===== src/rtl/drv_mode_arbiter.sv =====
// drv_mode_arbiter: registered priority selection of the stepper motion source,
// switching only at a step boundary with dead time on direction reversal.
module drv_mode_arbiter #(
    parameter int WIDTH      = 32,
    parameter int N_SRC      = 3,
    parameter int DEAD_CYC   = 16,
    parameter int MAX_WAIT   = 65535,
    parameter int MIN_PERIOD = 4,
    localparam int SW        = N_SRC > 1 ? $clog2(N_SRC) : 1
) (
    input  logic                   clk,
    input  logic                   rst_n,
    input  logic [N_SRC-1:0]       req,
    input  logic [N_SRC*WIDTH-1:0] period_in,
    input  logic [N_SRC-1:0]       dir_in,
    input  logic [N_SRC-1:0]       en_in,
    input  logic [N_SRC-1:0]       cnt_en_in,
    input  logic                   step_done,
    output logic [WIDTH-1:0]       drv_period,
    output logic                   drv_dir,
    output logic                   enable,
    output logic                   counter_en,
    output logic [SW-1:0]          sel_idx,
    output logic                   sel_valid,
    output logic                   switching,
    output logic                   sw_timeout
);
    localparam int DW = DEAD_CYC > 0 ? $clog2(DEAD_CYC + 1) : 1;
    localparam int WW = $clog2(MAX_WAIT + 1);
    localparam logic [DW-1:0] DEAD_LAST = DEAD_CYC > 0 ? DW'(DEAD_CYC - 1) : '0;
    localparam logic [WW-1:0] WAIT_LAST = WW'(MAX_WAIT - 1);

    typedef enum logic [1:0] {IDLE, RUN, DRAIN, DEAD} state_t;

    state_t         state, nstate;
    logic [SW-1:0]  sel, nsel, win;
    logic           found, dead_to, tmo, run, act;
    logic [WW-1:0]  wait_cnt;
    logic [DW-1:0]  dead_cnt;
    logic [WIDTH-1:0] raw;

    always_comb begin
        win   = '0;
        found = 1'b0;
        for (int i = N_SRC - 1; i >= 0; i--)
            if (req[i]) begin
                win   = SW'(i);
                found = 1'b1;
            end
    end

    assign dead_to = (DEAD_CYC > 0) && (dir_in[win] != drv_dir);

    always_comb begin
        nstate = state;
        nsel   = sel;
        tmo    = 1'b0;
        case (state)
            IDLE: if (found) begin
                nsel   = win;
                nstate = dead_to ? DEAD : RUN;
            end
            RUN: if (!found || win != sel) nstate = DRAIN;
            DRAIN: if (found && win == sel) nstate = RUN;
                else if (!enable || step_done || wait_cnt == WAIT_LAST) begin
                    tmo    = enable && !step_done;
                    nsel   = found ? win : sel;
                    nstate = !found ? IDLE : dead_to ? DEAD : RUN;
                end
            // a same-direction newcomer just rides along and is taken on entry to RUN
            DEAD: if (!found) nstate = IDLE;
                else if (win != sel && dead_to) nsel = win;
                else if (dead_cnt == DEAD_LAST) begin
                    nsel   = win;
                    nstate = RUN;
                end
            default: nstate = IDLE;
        endcase
    end

    assign raw = period_in[int'(nsel) * WIDTH +: WIDTH];
    assign run = nstate == RUN || nstate == DRAIN;
    assign act = run || nstate == DEAD;

    always_ff @(posedge clk or negedge rst_n) begin
        if (!rst_n) begin
            state      <= IDLE;
            sel        <= '0;
            wait_cnt   <= '0;
            dead_cnt   <= '0;
            drv_period <= '0;
            drv_dir    <= 1'b0;
            enable     <= 1'b0;
            counter_en <= 1'b0;
            sel_idx    <= '0;
            sel_valid  <= 1'b0;
            switching  <= 1'b0;
            sw_timeout <= 1'b0;
        end else begin
            state      <= nstate;
            sel        <= nsel;
            wait_cnt   <= state == DRAIN && nstate == DRAIN ? wait_cnt + 1'b1 : '0;
            dead_cnt   <= state == DEAD && nstate == DEAD && nsel == sel ? dead_cnt + 1'b1 : '0;
            drv_period <= !act ? '0 : raw < WIDTH'(MIN_PERIOD) ? WIDTH'(MIN_PERIOD) : raw;
            drv_dir    <= act && dir_in[nsel];
            enable     <= run && en_in[nsel];
            counter_en <= run && cnt_en_in[nsel];
            sel_idx    <= act ? nsel : '0;
            sel_valid  <= act;
            switching  <= nstate == DRAIN || nstate == DEAD;
            sw_timeout <= tmo;
        end
    end
endmodule


===== config.mk =====
export PLATFORM = sky130hd
export DESIGN_NAME = drv_mode_arbiter
export DESIGN_NICKNAME = d
export VERILOG_FILES = /design/src/rtl/drv_mode_arbiter.sv
export SDC_FILE = /design/constraint.sdc
export NUM_CORES = 1
export LEC_CHECK = 0
export ABC_AREA = 1
export CAP_MARGIN = 10
export CELL_PAD_IN_SITES_DETAIL_PLACEMENT = 1
export CELL_PAD_IN_SITES_GLOBAL_PLACEMENT = 2
export CORE_AREA = 2 2 134 136
export CTS_CLUSTER_SIZE = 28
export DETAILED_ROUTE_END_ITERATION = 7
export DIE_AREA = 0 0 136 138
export GPL_ROUTABILITY_DRIVEN = 0
export PLACE_DENSITY_LB_ADDON = 0.1
export SLEW_MARGIN = 20
export SYNTH_ARGS = -nofsm -noshare
export SYNTH_HDL_FRONTEND = slang
export SYNTH_SLANG_ARGS = --single-unit

===== constraint.sdc =====
create_clock -name clk -period 2.8 [get_ports clk]
set_input_delay 0.42 -clock clk [delete_from_list [all_inputs] [get_ports clk]]
set_output_delay 0.42 -clock clk [all_outputs]
set_load 0.01 [all_outputs]

==> results of run 1 <==
==> flip-flops by register name, summed over array words and instances (netlist names) <==
name / flops
sw_timeout: 1
wait_cnt: 16
drv_dir: 1
sel_idx: 2
enable: 1
counter_en: 1
switching: 1
dead_cnt: 5
sel_valid: 1
sel: 2
state: 2
drv_period: 32
==> worst max-delay path, stage by stage, from the launching register on <==
cell,delay (ns)
dfrtp_1,0.35
ha_2,0.19
nand2_2,0.06
nor2_2,0.11
ha_2,0.23
nor2_2,0.05
a21oi_2,0.10
nand2_1,0.07
nand3_1,0.10
nand2_2,0.08
nand2_4,0.12
nand2_8,0.09
buf_12,0.15
or2_2,0.28
nand3_2,0.09
nand2_1,0.07
nor2_2,0.13
nand2_2,0.07
nor2_2,0.14
nand2_2,0.08
nand2_2,0.07
nor2_1,0.04
==> cell type report <==
class,count,area [um2]
clock inverter,5,56.30
timing repair buffer,246,2402
clock buffer,11,232.7
sequential,65,1627
tap,229,286.5
fill,2124,10620
inverter,66,247.7
multi-input combinational,403,2067
==> layer usage <==
layer / routed length (um) / vias up / share of wire [%] / track usage (%)
li1: - / 2231 / - / -
met1: 6874 / 2073 / 43 / 20.84
met2: 7737 / 95 / 49 / 27.56
met3: 1092 / 15 / 6.9 / 6.197
met4: 156 / 0 / 0.98 / 3.893
met5: 0 / - / 0 / 0
==> stage by stage <==
stage	TNS, ns	std cells	setup WS, ns
after global placement	-5.368	998	-0.5079
after detailed placement	-11.14	998	-0.6253
after global routing	-0.6803	1025	-0.2232
after CTS	0	1017	0.004599
final	0	1025	0.01442
after floorplan	0	558	0.4064
==> cell usage after synthesis (2+ instances only) <==
cell type	number	area share (%)
a211oi_1	2	0.38
a21oi_1	23	2.9
buf_2	10	1.3
buf_4	2	0.38
buf_6	2	0.58
clkbuf_1	9	0.86
dfrtp_1	65	42
ha_1	7	2.2
inv_1	62	6.0
inv_2	4	0.38
nand2_1	152	15
nand3_1	70	9.0
nand3_2	2	0.51
nand3b_1	15	2.9
nand4_1	2	0.32
nor2_1	72	6.9
nor2_2	3	0.48
nor3_1	11	1.4
o21ai_0	15	1.9
o21ai_1	3	0.38
or2_1	6	0.96
or2_2	9	1.4
xor2_1	2	0.45
==> path summary, 6_finish.rpt <==
kind                                    from       endpoint  slack (ns)  cells past startpoint
min in group clk                wait_cnt[12]   wait_cnt[12]        0.51                      1
worst max-delay path             dead_cnt[0]  drv_period[1]        0.01                     21
worst min-delay path                   rst_n        drv_dir        0.02                      1
max in group asynchronous              rst_n       state[1]        2.15                      2
worst min register to register  wait_cnt[12]   wait_cnt[12]        0.51                      1
worst max register to register   dead_cnt[0]  drv_period[1]        0.01                     21
==> what timing repair did <==
item / 4_1_cts / 5_1_grt
resized for setup: 15 / 35
setup endpoints to repair: 5 / 10
endpoints found under the hold margin: 0 / 0
setup buffers: 2 / 5
pin swaps: 4 / 24
cloned: 1 / 3
==> cells by family after synthesis <==
group	Yosys count
and+or+nand+nor	346
buffers and inverters	90
DFF	65
AOI/OAI and AO/OA	48
adders and majority gates	7
xor gates and xnor gates	2
==> power by group through the flow <==
| stage | Combinational, mW | Clock [mW] | Sequential [mW] |
|---|---|---|---|
| finish | 6.06 | 1.11 | 1.47 |
| global route | 6.67 | 1.19 | 1.50 |
| CTS | 5.59 | 1.16 | 1.47 |
| detailed placement | 5.35 | 0 | 1.48 |
| global placement | 5.28 | 0 | 1.48 |
| floorplan | 2.47 | 0 | 1.56 |
==> reports/qor.csv, run 1 <==
metric,value,unit
initial antenna violation count,0,
die height,138,um
Synth Instances,558,
multiplexer share of the synthesized area,0,%
Mean Syn Cell Area,7.005,um2
share of cells above drive strength 1,21.23,%
largest net degree at the start of global routing,35,
Synth Cell Area,3909,um2
DR vias/cell,4.306,
Post-Synth Simple-Gate Area,39.34,%
die area,18770,um2
Sw Pwr,3.622,mW
PD cells,1249,nW/um2
Core Area,17530,um2
final worst path period share,99.49,%
Max-slew headroom,63.68,%
final antenna diode count,0,
post-layout min period,2.786,ns
Syn Nets,676,
Achievable Freq,359.0,MHz
crit path max fanout,7,
Reg power frac,17.0,%
Internal,5.017,mW
Hold Fails Final Rpt,0,
XOR/XNOR Fraction of Synth Area,0.4481,%
Clk Tree Root Cell,clkbuf_16,
Net Sw Frac,41.92,%
"antenna viol nets, final",0,
placed instance area,6299,um2
combinational power share,70.2,%
htree depth,3,
slew at the pin with the worst max-slew slack,0.5399,ns
most frequent cells in the layout,"clkdlybuf4s50_1, nand2_1, buf_4",
"Seq/Total Area, Yosys",41.61,%
DRC viols,0,
Initial Util,22.29,%
Hold WS,0.02106,ns
"most common cell after layout, fill and taps aside",clkdlybuf4s50_1,
Hold Buf Count CTS,0,
maximum vdd drop,0.5046,mV
worst skew pair latency,0.33,ns
Ys Warns,0,
width of the die,136,um
CP Launch Type,flip-flop,
Adder-Cell Fraction of Synth Area,2.241,%
Detail Placement HPWL,12.15,mm
WP data required,3.02,ns
Top Ports,151,
Crit. End Element,flip-flop,
post-layout util,39.46,%
Post-synth ARST share,100.0,%
DR pass1 iterations,4,
Yosys reg bits,65,
CTS buffer count,9,
clock slew at reported path FFs,0.05,ns
Synth Area in Compound Gates,6.818,%
Iter 0 DRT Violations,94,
clk sink count,65,
global-route wire length before repair,24.56,mm
clk buf depth,2,
IO Port Bufs,150,
Clock Skew,0.008654,ns
num rows,49,
LEAKAGE,3.230,nW
Critical Path AT,3.01,ns
Yosys cell types,33,
status,finished clean,
DR WL/cell,15.47,um
largest family of logic cells by synthesized area,simple AND/OR/NAND/NOR gates,
post-layout net count,909,
fin. max-slew vios,0,
GRT Util Overall,16.76,%
vias in the first global route,4836,
HP Class,input port to async pin,
Area growth syn-to-layout,77.02,%
Clk pwr share,12.9,%
vias,4414,
Post-synth EDFFs,0,
Max-cap violations,0,
overflow left after global routing,0,
fin area,6919,um2
TritonCTS clock tree,yes,
Setup Crit Path Kind,flip-flop to flip-flop,
dominant synthesized flop cell,dfrtp_1,
Power Total,8.639,mW
RSZ-0062 raised after global routing,yes,
Routed WL,15.86,mm
Finish-stage setup viols,0,
Power figures use the tool's default switching activity.
==> inputs of run 2 (changes only) <==
GPL_TIMING_DRIVEN = 1   (was not set)
==> results of run 2 <==
No change in the layout: final DEF, timing and power equal those of run 1.
